File: src/rtl/reg_file_gen_if.sv
// rtl/reg_file_gen_if.sv - write/read/return-stack bundle between pipeline stages and reg_file_gen
interface reg_file_gen_if #(
  parameter int DATA_W = 16,
  parameter int ADDR_W = 5,
  parameter int N_RD   = 2
);
  localparam int LANES = DATA_W / 8;

  logic                     stall;
  logic                     wr_en;
  logic [ADDR_W-1:0]        wr_addr;
  logic [LANES-1:0]         wr_be;
  logic [DATA_W-1:0]        wr_data;
  logic [N_RD*ADDR_W-1:0]   rd_addr;
  logic [N_RD*DATA_W-1:0]   rd_data;
  logic                     ras_push;
  logic [2*DATA_W-1:0]      ras_push_addr;
  logic                     ras_pop;
  logic                     ras_clr_flags;
  logic [2*DATA_W-1:0]      ras_top;
  logic                     ras_empty;
  logic                     ras_full;
  logic                     ras_overflow;
  logic                     ras_underflow;

  modport master (
    output stall, wr_en, wr_addr, wr_be, wr_data, rd_addr,
           ras_push, ras_push_addr, ras_pop, ras_clr_flags,
    input  rd_data, ras_top, ras_empty, ras_full, ras_overflow, ras_underflow
  );

  modport slave (
    input  stall, wr_en, wr_addr, wr_be, wr_data, rd_addr,
           ras_push, ras_push_addr, ras_pop, ras_clr_flags,
    output rd_data, ras_top, ras_empty, ras_full, ras_overflow, ras_underflow
  );
endinterface

File: src/rtl/reg_file_gen.sv
// rtl/reg_file_gen.sv - byte-lane register file with forwarding read ports and circular return-address stack
module reg_file_gen #(
  parameter int DATA_W    = 16,
  parameter int ADDR_W    = 5,
  parameter int N_RD      = 2,
  parameter int RAS_DEPTH = 8
) (
  input  logic           clk,
  input  logic           rst_n,
  reg_file_gen_if.slave  bus
);
  localparam int LANES = DATA_W / 8;
  localparam int NREG  = 2 ** ADDR_W;
  localparam int SP_W  = $clog2(RAS_DEPTH);
  localparam int CNT_W = SP_W + 1;

  localparam logic [ADDR_W-1:0] ZERO_A  = ADDR_W'(NREG - 1);
  localparam logic [ADDR_W-1:0] STAT_A  = ADDR_W'(NREG - 2);
  localparam logic [CNT_W-1:0]  DEPTH_C = CNT_W'(RAS_DEPTH);

  logic [DATA_W-1:0]   regs_q     [NREG];
  logic [ADDR_W-1:0]   cap_addr_q [N_RD];
  logic [DATA_W-1:0]   cap_data_q [N_RD];
  logic                pw_en_q;
  logic [ADDR_W-1:0]   pw_addr_q;
  logic [LANES-1:0]    pw_be_q;
  logic [DATA_W-1:0]   pw_data_q;

  logic [2*DATA_W-1:0] ras_q [RAS_DEPTH];
  logic [SP_W-1:0]     sp_q, sp_d;
  logic [CNT_W-1:0]    cnt_q, cnt_d;
  logic                ovf_q, ovf_d;
  logic                unf_q, unf_d;
  logic                ras_we;
  logic [SP_W-1:0]     ras_wptr;

  logic                wr_live;
  logic                wr_commit;
  logic                ras_empty_w;
  logic                ras_full_w;
  logic [DATA_W-1:0]   stat_w;
  logic [ADDR_W-1:0]   rd_addr_a [N_RD];
  logic [DATA_W-1:0]   rd_val    [N_RD];
  logic [N_RD*DATA_W-1:0] rd_data_c;

  assign wr_live     = bus.wr_en & ~bus.stall;
  assign wr_commit   = wr_live & (bus.wr_addr != ZERO_A) & (bus.wr_addr != STAT_A);
  assign ras_empty_w = (cnt_q == '0);
  assign ras_full_w  = (cnt_q == DEPTH_C);
  assign stat_w      = {{(DATA_W-4){1'b0}}, unf_q, ovf_q, ras_full_w, ras_empty_w};

  always_ff @(posedge clk or negedge rst_n) begin
    if (!rst_n) begin
      for (int i = 0; i < NREG; i++) regs_q[i] <= '0;
    end else if (wr_commit) begin
      for (int l = 0; l < LANES; l++)
        if (bus.wr_be[l]) regs_q[bus.wr_addr][8*l +: 8] <= bus.wr_data[8*l +: 8];
    end
  end

  always_comb begin
    for (int p = 0; p < N_RD; p++) begin
      rd_addr_a[p] = bus.rd_addr[p*ADDR_W +: ADDR_W];
      rd_val[p]    = regs_q[rd_addr_a[p]];
      if (rd_addr_a[p] == ZERO_A)      rd_val[p] = '0;
      else if (rd_addr_a[p] == STAT_A) rd_val[p] = stat_w;
    end
  end

  always_ff @(posedge clk or negedge rst_n) begin
    if (!rst_n) begin
      for (int p = 0; p < N_RD; p++) begin
        cap_addr_q[p] <= '0;
        cap_data_q[p] <= '0;
      end
    end else if (!bus.stall) begin
      for (int p = 0; p < N_RD; p++) begin
        cap_addr_q[p] <= rd_addr_a[p];
        cap_data_q[p] <= rd_val[p];
      end
    end
  end

  always_ff @(posedge clk or negedge rst_n) begin
    if (!rst_n) begin
      pw_en_q   <= 1'b0;
      pw_addr_q <= '0;
      pw_be_q   <= '0;
      pw_data_q <= '0;
    end else begin
      pw_en_q   <= wr_live;
      pw_addr_q <= bus.wr_addr;
      pw_be_q   <= bus.wr_be;
      pw_data_q <= bus.wr_data;
    end
  end

  // Captured value predates the write committed at the same edge, so the
  // previous write has to be replayed on top of it alongside the live one.
  always_comb begin
    rd_data_c = '0;
    for (int p = 0; p < N_RD; p++) begin
      for (int l = 0; l < LANES; l++) begin
        rd_data_c[p*DATA_W + 8*l +: 8] = cap_data_q[p][8*l +: 8];
        if (cap_addr_q[p] != ZERO_A && cap_addr_q[p] != STAT_A) begin
          if (wr_live && bus.wr_be[l] && bus.wr_addr == cap_addr_q[p])
            rd_data_c[p*DATA_W + 8*l +: 8] = bus.wr_data[8*l +: 8];
          else if (pw_en_q && pw_be_q[l] && pw_addr_q == cap_addr_q[p])
            rd_data_c[p*DATA_W + 8*l +: 8] = pw_data_q[8*l +: 8];
        end
      end
    end
  end

  // Live-write forwarding must not leak through while reset is held.
  assign bus.rd_data = rst_n ? rd_data_c : '0;

  always_comb begin
    sp_d     = sp_q;
    cnt_d    = cnt_q;
    ovf_d    = ovf_q;
    unf_d    = unf_q;
    ras_we   = 1'b0;
    ras_wptr = sp_q;
    if (!bus.stall) begin
      if (bus.ras_push && (!bus.ras_pop || ras_empty_w)) begin
        ras_we   = 1'b1;
        ras_wptr = sp_q;
        sp_d     = sp_q + 1'b1;
        if (!ras_full_w) cnt_d = cnt_q + 1'b1;
      end else if (bus.ras_push && bus.ras_pop) begin
        ras_we   = 1'b1;
        ras_wptr = sp_q - 1'b1;
      end else if (bus.ras_pop && !ras_empty_w) begin
        sp_d  = sp_q - 1'b1;
        cnt_d = cnt_q - 1'b1;
      end
      if (bus.ras_clr_flags) begin
        ovf_d = 1'b0;
        unf_d = 1'b0;
      end
      if (bus.ras_push && !bus.ras_pop && ras_full_w) ovf_d = 1'b1;
      if (bus.ras_pop && !bus.ras_push && ras_empty_w) unf_d = 1'b1;
    end
  end

  always_ff @(posedge clk or negedge rst_n) begin
    if (!rst_n) begin
      for (int i = 0; i < RAS_DEPTH; i++) ras_q[i] <= '0;
      sp_q  <= '0;
      cnt_q <= '0;
      ovf_q <= 1'b0;
      unf_q <= 1'b0;
    end else begin
      if (ras_we) ras_q[ras_wptr] <= bus.ras_push_addr;
      sp_q  <= sp_d;
      cnt_q <= cnt_d;
      ovf_q <= ovf_d;
      unf_q <= unf_d;
    end
  end

  assign bus.ras_top       = ras_empty_w ? '0 : ras_q[sp_q - 1'b1];
  assign bus.ras_empty     = ras_empty_w;
  assign bus.ras_full      = ras_full_w;
  assign bus.ras_overflow  = ovf_q;
  assign bus.ras_underflow = unf_q;
endmodule

File: src/flat_wrapper.sv
// flat-port wrapper written by rule: the top's interface ports become plain ports
module reg_file_gen_flat 
#(
  parameter int DATA_W    = 16,
  parameter int ADDR_W    = 5,
  parameter int N_RD      = 2,
  parameter int RAS_DEPTH = 8
)
  (clk, rst_n, bus_stall, bus_wr_en, bus_wr_addr, bus_wr_be, bus_wr_data, bus_rd_addr, bus_ras_push, bus_ras_push_addr, bus_ras_pop, bus_ras_clr_flags, bus_rd_data, bus_ras_top, bus_ras_empty, bus_ras_full, bus_ras_overflow, bus_ras_underflow);
  reg_file_gen_if #(.DATA_W(DATA_W), .ADDR_W(ADDR_W), .N_RD(N_RD)) bus_i ();
  input  logic clk;
  input  logic rst_n;
  input wire logic [$bits(bus_i.stall)-1:0] bus_stall;
  input wire logic [$bits(bus_i.wr_en)-1:0] bus_wr_en;
  input wire logic [$bits(bus_i.wr_addr)-1:0] bus_wr_addr;
  input wire logic [$bits(bus_i.wr_be)-1:0] bus_wr_be;
  input wire logic [$bits(bus_i.wr_data)-1:0] bus_wr_data;
  input wire logic [$bits(bus_i.rd_addr)-1:0] bus_rd_addr;
  input wire logic [$bits(bus_i.ras_push)-1:0] bus_ras_push;
  input wire logic [$bits(bus_i.ras_push_addr)-1:0] bus_ras_push_addr;
  input wire logic [$bits(bus_i.ras_pop)-1:0] bus_ras_pop;
  input wire logic [$bits(bus_i.ras_clr_flags)-1:0] bus_ras_clr_flags;
  output wire logic [$bits(bus_i.rd_data)-1:0] bus_rd_data;
  output wire logic [$bits(bus_i.ras_top)-1:0] bus_ras_top;
  output wire logic [$bits(bus_i.ras_empty)-1:0] bus_ras_empty;
  output wire logic [$bits(bus_i.ras_full)-1:0] bus_ras_full;
  output wire logic [$bits(bus_i.ras_overflow)-1:0] bus_ras_overflow;
  output wire logic [$bits(bus_i.ras_underflow)-1:0] bus_ras_underflow;
  assign bus_i.stall = bus_stall;
  assign bus_i.wr_en = bus_wr_en;
  assign bus_i.wr_addr = bus_wr_addr;
  assign bus_i.wr_be = bus_wr_be;
  assign bus_i.wr_data = bus_wr_data;
  assign bus_i.rd_addr = bus_rd_addr;
  assign bus_i.ras_push = bus_ras_push;
  assign bus_i.ras_push_addr = bus_ras_push_addr;
  assign bus_i.ras_pop = bus_ras_pop;
  assign bus_i.ras_clr_flags = bus_ras_clr_flags;
  assign bus_rd_data = bus_i.rd_data;
  assign bus_ras_top = bus_i.ras_top;
  assign bus_ras_empty = bus_i.ras_empty;
  assign bus_ras_full = bus_i.ras_full;
  assign bus_ras_overflow = bus_i.ras_overflow;
  assign bus_ras_underflow = bus_i.ras_underflow;
  reg_file_gen #(.DATA_W(DATA_W), .ADDR_W(ADDR_W), .N_RD(N_RD), .RAS_DEPTH(RAS_DEPTH)) u_core (.clk(clk), .rst_n(rst_n), .bus(bus_i));
endmodule
File: config.mk
export PLATFORM = sky130hd
export DESIGN_NAME = reg_file_gen_flat
export DESIGN_NICKNAME = d
export VERILOG_FILES = /design/src/rtl/reg_file_gen_if.sv /design/src/rtl/reg_file_gen.sv /design/src/flat_wrapper.sv
export SDC_FILE = /design/constraint.sdc
export NUM_CORES = 1
export LEC_CHECK = 0
export BUFFER_PORTS_ARGS = -buffer_cell sky130_fd_sc_hd__buf_2
export CORE_AREA = 8 8 423 425
export DETAILED_ROUTE_END_ITERATION = 12
export DIE_AREA = 0 0 431 433
export GPL_TIMING_DRIVEN = 0
export SETUP_SLACK_MARGIN = 0.4
export SLEW_MARGIN = 20
export SYNTH_ARGS = -nofsm -noshare
export SYNTH_HDL_FRONTEND = slang
export SYNTH_SLANG_ARGS = --single-unit
File: constraint.sdc
create_clock -name clk -period 6 [get_ports clk]
set_input_delay 0.3 -clock clk [delete_from_list [all_inputs] [get_ports clk]]
set_output_delay 0.3 -clock clk [all_outputs]
set_load 0.05 [all_outputs]
==> results.md, run 1 <==
- Result of the run: complete, no violations
- Slew @ Worst Pin: 1.28 ns
- Bufs and invs on worst path: 6
- Critical Path RT: 5.70 ns
- Max-slew violations: 0
- Vias in the first global route: 29100
- Tightest Hold Check Type: in -> reg
- Area leader, netlist: dfrtp_1
- Critical-path top delay cell: clkbuf_1
- Cell family contributing the most delay on the critical path: buffers and inverters
- Post-cts repair resize count: 0
- Later-pin clock latency in the skew report: 0.73 ns
- Netlist Area Pre-Place: 0.0428 mm²
- Warnings, synthesis: 0
- Post-layout utilization of the core: 0.292
- Number of setup violations in the final report: 0
- CP Max Fanout: 10
- Post-synthesis async set-or-reset flop share: 1.00
- Boundary Pins: 140
- Count of endpoints failing hold in the final timing report: 0
- Htree depth: 3
- Clock buffer depth: 3
- Crit. End Element: output port
- Number of design rule violations left after detail routing: 0
- Standard cell area after detailed placement: 0.0466 mm²
- Worst relative slew slack: 0.149
- Power Dens Cells: 400 mW/mm²
- Final estimated routing congestion in global placement: 0.971
- Wire length of the first global-routing pass: 206000 µm
- Routed wire length: 142000 µm
- Period utilisation layout: 0.847
- CTS clk-pin slew, worst paths: 0.06 ns
- Number of synthesized flops with an enable pin: 0
- Maximum number of pins on one net before global-route repair: 143
- Post-layout worst setup margin: 0.915 ns
- Sequential-to-total area share from yosys stat: 0.493
- GRT Total Usage: 0.148
- Most used DFF post-synth: dfrtp_1
- Leading cell type by number of instances after synthesis: dfrtp_1
- Quantity of I/O buffers inserted on ports: 134
- Worst IR drop on VDD: 0.366 mV
- Number of distinct library cell variants in the gate-level netlist after synthesis: 64
- Share of post-route cells with drive strength above 1: 0.453
- First-iteration detailed-routing DRC count: 2488
- Floorplan die width: 431 µm
- Starting utilization of the core area: 0.248
- Smallest hold slack: 0.0982 ns
- Top post-synthesis cells by area: dfrtp_1, mux2_2, mux4_2
- Layout area overhead: 17.8%
- Row count: 153
- Cell count after synthesis: 2951
- Antenna violations before repair: 11
- RSZ-0062 raised after global routing: false
- Cell-by-cell listing of the critical path: clkbuf_1 -> inv_1 -> ha_1 -> clkbuf_1 -> clkbuf_1 -> clkbuf_1 -> mux4_2 -> nand2_1 -> a21oi_1 -> buf_2
- Top achievable clock speed: 197 MHz
- Total of flip-flops plus latches after synthesis: 843
- Vias after detailed routing: 28500
- Library cell used as clock root buffer: clkbuf_16
- Accumulated negative setup slack: 0 ns
- Via count normalized by instance count: 5.05
- Clock tree from TritonCTS: done
- Die boundary height: 433 µm
- Number of detailed-route iterations in the first pass: 5
- Top cell type's share of synthesized area: 0.493
- Static leakage power: 21.6 nW
- Post-DRT Antenna Nets: 0
- Synthesized area per cell: 14.5 µm²
- Maxcap violations: 0
- Final HPWL from detailed placement: 101000 µm
- Most common library cells after synthesis: dfrtp_1, mux2_2, mux4_2, clkbuf_1, nand2_1
- Mean routed wirelength per cell: 25.2 µm
- Nets in the synthesized netlist: 3027
- CP Launch Type: flop
- Finished layout cell area: 0.0504 mm²
- Cts bufs inserted: 90
- Kind of critical path: reg -> out
- Min cycle time layout: 5.08 ns
- Core box area: 0.172 mm²
- Library cell appearing most often on the critical path: clkbuf_1
- Maximum clock skew at final layout: 0.0389 ns
- Clock Sinks: 843
- Number of nets in the finished design: 3322
- Arrival time of data at the critical path endpoint: 4.78 ns
- Largest incremental delay on the critical path: 0.77 ns
- Pre-CTS WS: 1.65 ns
- DIE AREA: 0.187 mm²
- Grt ovf: 0
[area by class of cell]
cell class,count,area (µm²)
fillers,17400,122000
flip-flops and latches,843,21100
multi-input cells,1814,20500
well taps,2325,2910
clock buffers,132,2660
repair buffers,203,1480
plain buffers,263,1130
clock inverters,32,513
inverters,31,116
diodes,5,12.5
[worst reg2reg max path, cell delays in order (launching register included)]
cell      delay, ns
dfrtp_1        0.40
clkbuf_1       0.37
inv_1          0.17
ha_1           0.29
xnor2_1        0.87
nand4_1        0.23
a21oi_2        0.50
buf_2          0.42
mux2_2         0.39
[sequential cells by signal, summed over array words and instances, names as in the netlist]
signal and count:
u_core.sp_q 3, u_core.cnt_q 4, u_core.bus.ras_overflow 1, u_core.pw_en_q 1, u_core.pw_be_q 2, u_core.pw_data_q 16, u_core.cap_addr_q 10, u_core.regs_q 512
u_core.cap_data_q 32, u_core.pw_addr_q 5, u_core.ras_q 256, u_core.bus.ras_underflow 1
[metrics by stage]
step	std cells	total power, W
6_report	5648	0.0202
5_1_grt	5644	0.0210
4_1_cts	5643	0.0203
3_5_place_dp	5419	0.0142
3_3_place_gp	5410	0.0141
2_1_floorplan	2951	0.0123
[report_power, final]
group | internal (W) | switching, W | total, W
combinational | 0.00275 | 0.00389 | 0.00664
sequential | 0.00685 | 0.000652 | 0.00750
clock | 0.00353 | 0.00249 | 0.00601
total | 0.0131 | 0.00703 | 0.0202
[metal layers]
metal,vias to the layer above,GRT usage,share of wire
li1,11800,-,-
met1,15200,0.186,0.40
met2,1130,0.241,0.47
met3,345,0.0327,0.068
met4,2,0.0764,0.058
met5,-,0,0.000084
[timing repair]
item / 4_1_cts / 5_1_grt
buffers inserted: 0 / 0
hold endpoints to repair: 385 / 0
hold buffers: 60 / 0
[worst paths after layout]
check	from	endpoint	slack (ns)	cells after the start
setup / recovery	u_core.sp_q[0]$_DFFE_PN0P_	bus_ras_top[27]	0.92	10
hold / removal	bus_wr_en	u_core.pw_en_q$_DFF_PN0_	0.1	3
setup reg to reg	u_core.sp_q[0]$_DFFE_PN0P_	u_core.ras_q[252]$_DFFE_PN0P_	2.24	8
min in group asynchronous	rst_n	u_core.regs_q[345]$_DFFE_PN0P_	0.17	2
max in group asynchronous	rst_n	u_core.regs_q[208]$_DFFE_PN0P_	4.16	4
hold reg to reg	u_core.regs_q[17]$_DFFE_PN0P_	u_core.regs_q[17]$_DFFE_PN0P_	0.46	1
[kinds of logic (layout without fill, tap and decap cells)]
kind of cell	count (synthesis)	in the layout	share of synthesized area
XOR/XNOR	28	28	0.00573
other	0	5	0
AND/OR/NAND/NOR	401	401	0.0439
AO/OA/AOI/OAI	214	214	0.0361
multiplexers	1167	1167	0.391
flip-flops	843	843	0.493
buffers and inverters	294	661	0.0289
adder cells (fa/ha/maj)	4	4	0.00117
[cells in the final DEF (no fill, tap or decap), drive strengths merged, types with 18 or more instances in the layout]
master | netlist | final
buf | 94 | 237
clkbuf | 169 | 301
mux2i | 60 | 60
a221oi | 55 | 55
and3 | 18 | 18
o21ai | 33 | 33
inv | 31 | 37
o31ai | 37 | 37
nand2 | 152 | 152
a21oi | 44 | 44
nand3 | 19 | 19
mux2 | 779 | 779
nor2 | 110 | 110
dfrtp | 843 | 843
mux4 | 328 | 328
dlygate4sd3 | 0 | 60
nor4 | 19 | 19
Note: power is estimated with default switching activity, not from simulation.
==> inputs of run 2 (changes only) <==
clock period = 4.17 ns   (was 6 ns; I/O delays follow)
==> run 2 against run 1 <==
Die area unchanged. Clock skew increased by 0.0043 ns. Global-route usage about the same. Utilization increased by 0.16 points. Register-to-register slack got worse by 1.4 ns. Final area increased by 0.55%. Combinational power increased by 47%. Power increased by 45%. Flip-flop and latch count unchanged. Worst hold slack got worse by 0.049 ns. Cell count about the same. Non-clock buffer count increased by 3. Critical path type is now in -> out. Critical endpoint is now bus_rd_data[31]. Largest cell class unchanged.
==> results.md, run 2 (same netlist as run 1, synthesis figures left out) <==
- Kind of critical path: in -> out
- Hold path startpoint: bus_rd_addr[3]
- Power dissipated by switching net loads: 0.0102 W
- Slew @ Worst Pin: 1.25 ns
- Critical Path RT: 3.96 ns
- Tightest Hold Check Type: in -> reg
- Final estimated routing congestion in global placement: 0.971
- Count of endpoints failing hold in the final timing report: 0
- Core box area: 0.172 mm²
- Commonest cells after routing, fill and taps aside: dfrtp_1, mux2_2, mux4_2
- Power share of the combinational group: 0.334
- First-iteration detailed-routing DRC count: 2422
- Flop2flop setup slack: 0.87 ns
- Endpoint of the worst hold path: u_core.cap_addr_q[8]$_DFFE_PN0N_
- Share of post-route cells with drive strength above 1: 0.465
- Maxcap violations: 0
- Maximum clock skew at final layout: 0.0432 ns
- Amount of wire on met3 after detailed routing: 10000 µm
- GRT Total Usage: 0.149
- Metal1 wirelength: 57200 µm
- Mean routed wirelength per cell: 25.2 µm
- Share of total power consumed by net switching: 0.348
- Number of detailed-route iterations in the first pass: 5
- Worst relative slew slack: 0.168
- Flip-flop count of the largest register, all copies and words added: 512
- Static leakage power: 21.8 nW
- Starting utilization of the core area: 0.248
- Maximum number of pins on one net before global-route repair: 143
- Post-DRT Antenna Nets: 0
- Sum of met2 wire segment lengths after detailed routing: 67000 µm
- Register with the most flip-flops: u_core.regs_q
- Post-CTS Repair Setup Buffers: 0
- Min cycle time layout: 3.75 ns
- DIE AREA: 0.187 mm²
- Clock Power Share: 0.296
- Vias after detailed routing: 28500
- Vias in the first global route: 29200
- Crit. End Element: output port
- Top achievable clock speed: 267 MHz
- Number of setup violations in the final report: 0
- Htree depth: 3
- Row count: 153
- Wire length of the first global-routing pass: 207000 µm
- Die boundary height: 433 µm
- RSZ-0062 raised after global routing: true
- CP Max Fanout: 8
- Arrival time of data at the critical path endpoint: 3.54 ns
- Max-slew violations: 0
- Cts bufs inserted: 90
- Top metal layer carrying routed signals: met5
- CTS clk-pin slew, worst paths: 0.06 ns
- Worst IR drop on VDD: 0.527 mV
- Routed wire length: 143000 µm
- Share of power burned in registers: 0.369
- Number of design rule violations left after detail routing: 0
- Clock tree from TritonCTS: done
- Result of the run: complete, no violations
- Power Dens Cells: 576 mW/mm²
- Grt ovf: 0
- Antenna violations before repair: 10
- Clock Sinks: 843
- Period utilisation layout: 0.899
- Final HPWL from detailed placement: 101000 µm
- Biggest registers after layout: u_core.regs_q: 512 flops, u_core.ras_q: 256 flops, u_core.cap_data_q: 32 flops
- Post-layout utilization of the core: 0.294
- Cell-internal power: 0.0190 W
- Floorplan die width: 431 µm
- Clock buffer depth: 3
- Quantity of I/O buffers inserted on ports: 134
- Accumulated negative setup slack: 0 ns
- Via count normalized by instance count: 5.05
- Worst hold stages: 3
- Boundary Pins: 140
- Logic depth of the worst register-to-register path: 8
- Number of nets in the finished design: 3325
- Layout area overhead: 18.5%
- Endpoint of the worst-slack reg-to-reg timing path: u_core.ras_q[156]$_DFFE_PN0P_
- Library cell used as clock root buffer: clkbuf_16
- CP Launch Type: input port
- Origin of the critical flop-to-flop path: u_core.sp_q[0]$_DFFE_PN0P_
- Most common library cell in the layout ignoring fill and taps: dfrtp_1
- Later-pin clock latency in the skew report: 0.73 ns
[run 2: cell count changes in the layout (fill, tap and decap cells not counted), sizes merged]
cell,previous run,this run
clkbuf,301,304
buf,237,235
diode,5,3
dlygate4sd3,60,62
[run 2: worst max-delay path by stage]
| stage | slack [ns] | end | depth (start not counted) | start |
|---|---|---|---|---|
| after CTS | 0.40 | bus_ras_top[0] | 8 | u_core.sp_q[0]$_DFFE_PN0P_ |
| after global routing | 0.38 | bus_rd_data[31] | 9 | bus_wr_addr[3] |
| after detailed placement | -0.09 | bus_ras_top[31] | 10 | u_core.sp_q[0]$_DFFE_PN0P_ |
| after floorplan | 0.84 | bus_ras_top[25] | 9 | u_core.sp_q[0]$_DFFE_PN0P_ |
| final | 0.42 | bus_rd_data[31] | 9 | bus_wr_addr[3] |
| after global placement | -17.39 | bus_rd_data[16] | 4 | rst_n |
[run 2: power groups by stage]
stage                     Combinational [W]  Sequential [W]  Clock [W]
final                               0.00976          0.0108    0.00866
after global routing                 0.0104          0.0110    0.00911
after CTS                           0.00978          0.0108    0.00881
after detailed placement            0.00958          0.0109          0
after global placement              0.00942          0.0108          0
after floorplan                     0.00704          0.0106          0
[run 2: what timing repair did]
action | 4_1_cts | 5_1_grt
endpoints found under the setup margin | 90 | 32
hold buffers | 63 | 0
pin swaps | 3 | 1
resized for setup | 47 | 25
hold endpoints to repair | 387 | 0
[run 2: layer usage]
layer	global-route usage	up-vias
met3	0.0322	357
met4	0.0768	2
met1	0.187	15200
met5	0	-
li1	-	11800
met2	0.242	1163
[run 2: cell type report]
class | count | area [µm²]
inverters | 31 | 116
clock inverters | 32 | 513
diodes | 3 | 7.51
clock buffers | 132 | 2660
plain buffers | 263 | 1170
flip-flops and latches | 843 | 21100
well taps | 2325 | 2910
repair buffers | 206 | 1560
multi-input cells | 1814 | 20700
fillers | 17300 | 122000
[run 2: worst max-delay path, stage by stage]
cell and delay (ns):
dlygate4sd3_1 0.62, buf_2 0.15, clkbuf_1 0.41, xnor2_1 0.18
nand2_1 0.19, nor3_2 0.54, a221oi_1 0.10, o31ai_1 0.75
buf_2 0.40
[run 2: per-stage QoR]
| stage | cell area [µm²] | hold WS (ns) | setup WS (ns) | total power, W | cells |
|---|---|---|---|---|---|
| final | 50700 | 0.0490 | 0.420 | 0.0292 | 5649 |
| after global routing | 50700 | 0.0277 | 0.379 | 0.0305 | 5647 |
| after CTS | 50600 | 0.00938 | 0.400 | 0.0294 | 5646 |
| after detailed placement | 46600 | 0.244 | -0.0870 | 0.0205 | 5419 |
| after global placement | 46400 | 0.338 | -17.39 | 0.0203 | 5410 |
| after floorplan | 42800 | -0.0871 | 0.835 | 0.0176 | 2951 |
==> inputs of run 3 (changes only) <==
REMOVE_ABC_BUFFERS = 1   (was unset)
==> run 3 against run 2 <==
Utilization about the same. Setup slack better by 0.14 ns. Power down 0.57%. Cell count is 3.6% lower. Final area shrank 0.13%. Combinational power up 0.8%. Wire length fell by 17%. Largest power group unchanged.
==> results.md, run 3 (same netlist as run 1, synthesis figures left out) <==
- Slew @ Worst Pin: 1.20 ns
- Vias in the first global route: 28400
- Origin of the critical flop-to-flop path: u_core.sp_q[0]$_DFFE_PN0P_
- Period utilisation layout: 0.866
- Most common library cell in the layout ignoring fill and taps: dfrtp_1
- Maxcap violations: 0
- Hold path startpoint: bus_rd_addr[5]
- Pre-CTS WS: 0.423 ns
- Htree depth: 3
- Crit. End Element: output port
- Logic depth of the worst register-to-register path: 8
- Worst IR drop on VDD: 1.24 mV
- Vias after detailed routing: 26700
- RSZ-0062 raised after global routing: false
- Finished layout cell area: 0.0507 mm²
- Cts bufs inserted: 91
- Antenna violations before repair: 15
- Maximum clock skew at final layout: 0.0401 ns
- Cell-by-cell listing of the critical path: xor2_1 -> nor3_1 -> and2_2 -> a221oi_1 -> o31ai_1 -> buf_2
- Worst hold stages: 2
- Grt ovf: 0
- Clock Sinks: 843
- Die boundary height: 433 µm
- Critical Path RT: 3.96 ns
- Starting utilization of the core area: 0.248
- Overall power after layout: 0.0291 W
- Worst relative slew slack: 0.197
- Flop2flop setup slack: 0.88 ns
- Core box area: 0.172 mm²
- Wire length of the first global-routing pass: 185000 µm
- CP Max Fanout: 16
- First-iteration detailed-routing DRC count: 2104
- Largest incremental delay on the critical path: 0.71 ns
- Boundary Pins: 140
- Maximum number of pins on one net before global-route repair: 139
- Later-pin clock latency in the skew report: 0.71 ns
- Biggest registers after layout: u_core.regs_q: 512 flops, u_core.ras_q: 256 flops, u_core.cap_data_q: 32 flops
- Layout area overhead: 18.3%
- Mean routed wirelength per cell: 21.8 µm
- Final estimated routing congestion in global placement: 0.806
- Number of detailed-route iterations in the first pass: 6
- Number of setup violations in the final report: 0
- Via count normalized by instance count: 4.90
- Kind of critical path: reg -> out
- Standard cell area after detailed placement: 0.0466 mm²
- Final HPWL from detailed placement: 77500 µm
- Clock tree from TritonCTS: done
- CP Launch Type: flop
- Share of post-route cells with drive strength above 1: 0.483
- Result of the run: complete, no violations
- Count of endpoints failing hold in the final timing report: 0
- CTS clk-pin slew, worst paths: 0.06 ns
- Critical-path top delay cell: o31ai_1
- Number of design rule violations left after detail routing: 0
- Number of nets in the finished design: 3118
- Clock buffer depth: 3
- Post-layout worst setup margin: 0.560 ns
- Quantity of I/O buffers inserted on ports: 139
- Top achievable clock speed: 277 MHz
- Arrival time of data at the critical path endpoint: 3.40 ns
- Row count: 153
- Start point of the critical path: u_core.cap_addr_q[4]$_DFFE_PN0N_
- Tightest Hold Check Type: in -> reg
- Static leakage power: 21.7 nW
- Commonest cells after routing, fill and taps aside: dfrtp_1, mux2_2, mux4_2
- Power Dens Cells: 574 mW/mm²
- Accumulated negative setup slack: 0 ns
- Register with the most flip-flops: u_core.regs_q
- Flip-flop count of the largest register, all copies and words added: 512
- Post-DRT Antenna Nets: 0
- DIE AREA: 0.187 mm²
- Max-slew violations: 0
- Floorplan die width: 431 µm
- Min cycle time layout: 3.61 ns
- GRT Total Usage: 0.126
- Routed wire length: 119000 µm
- Library cell used as clock root buffer: clkbuf_16
run 3: cell count changes in the layout (fill, tap and decap cells not counted), moves of 10 or more:
| cell | before | now |
|---|---|---|
| buf_1 | 11 | 0 |
| buf_16 | 7 | 40 |
| buf_2 | 197 | 136 |
| buf_4 | 15 | 5 |
| clkbuf_1 | 165 | 18 |
| clkbuf_2 | 16 | 0 |
| clkinv_2 | 10 | 20 |
| o31ai_1 | 19 | 29 |
run 3: path summary, 6_finish.rpt:
check / endpoint
max: bus_rd_data[22]
min: u_core.cap_addr_q[0]$_DFFE_PN0N_
max reg2reg: u_core.ras_q[93]$_DFFE_PN0P_
min reg2reg: u_core.regs_q[19]$_DFFE_PN0P_
max in group asynchronous: u_core.ras_q[4]$_DFFE_PN0P_
min in group asynchronous: u_core.regs_q[33]$_DFFE_PN0P_
run 3: routing by layer:
metal	vias to the layer above	wire (µm)	global-route usage
met5	-	66	0
met4	10	3810	0.0399
met3	241	5810	0.0258
met2	688	56300	0.205
met1	14300	52900	0.170
li1	11400	-	-
run 3: metrics by stage:
step	utilization	std cells	hold slack, ns
global route	0.294	5446	0.0692
floorplan	-	2688	-0.0871
detailed placement	0.270	5202	0.131
finish	0.294	5448	0.0944
global placement	0.263	5152	0.359
CTS	0.293	5445	0.0140
run 3: timing repair:
action	CTS	global route
resized for setup	10	5
setup endpoints to repair	38	20
endpoints found under the hold margin	697	0
buffers inserted	1	1
hold buffers	70	0
pin swaps	1	1
run 3: where the power goes:
part / total (W) / leakage, nW / switching, W / internal [W]
clock: 0.00831 / 1.54 / 0.00356 / 0.00476
sequential: 0.0109 / 11.1 / 0.00104 / 0.00986
combinational: 0.00984 / 9.08 / 0.00551 / 0.00433
run 3: area by class of cell:
| type | instances | area (µm²) |
|---|---|---|
| inverter | 31 | 116 |
| clock inverter | 35 | 378 |
| tap | 2325 | 2910 |
| fill | 17200 | 122000 |
| timing repair buffer | 261 | 2700 |
| clock buffer | 137 | 2730 |
| multi-input combinational | 1814 | 20700 |
| sequential | 843 | 21100 |
| antenna | 2 | 5.00 |
run 3: critical path, delay by kind of cell (launching register included):
family,cells,cell delay [ns]
AND/OR/NAND/NOR,2,0.77
XOR/XNOR,1,0.18
buffers and inverters,1,0.43
AO/OA/AOI/OAI,2,0.86
flip-flops,1,0.43
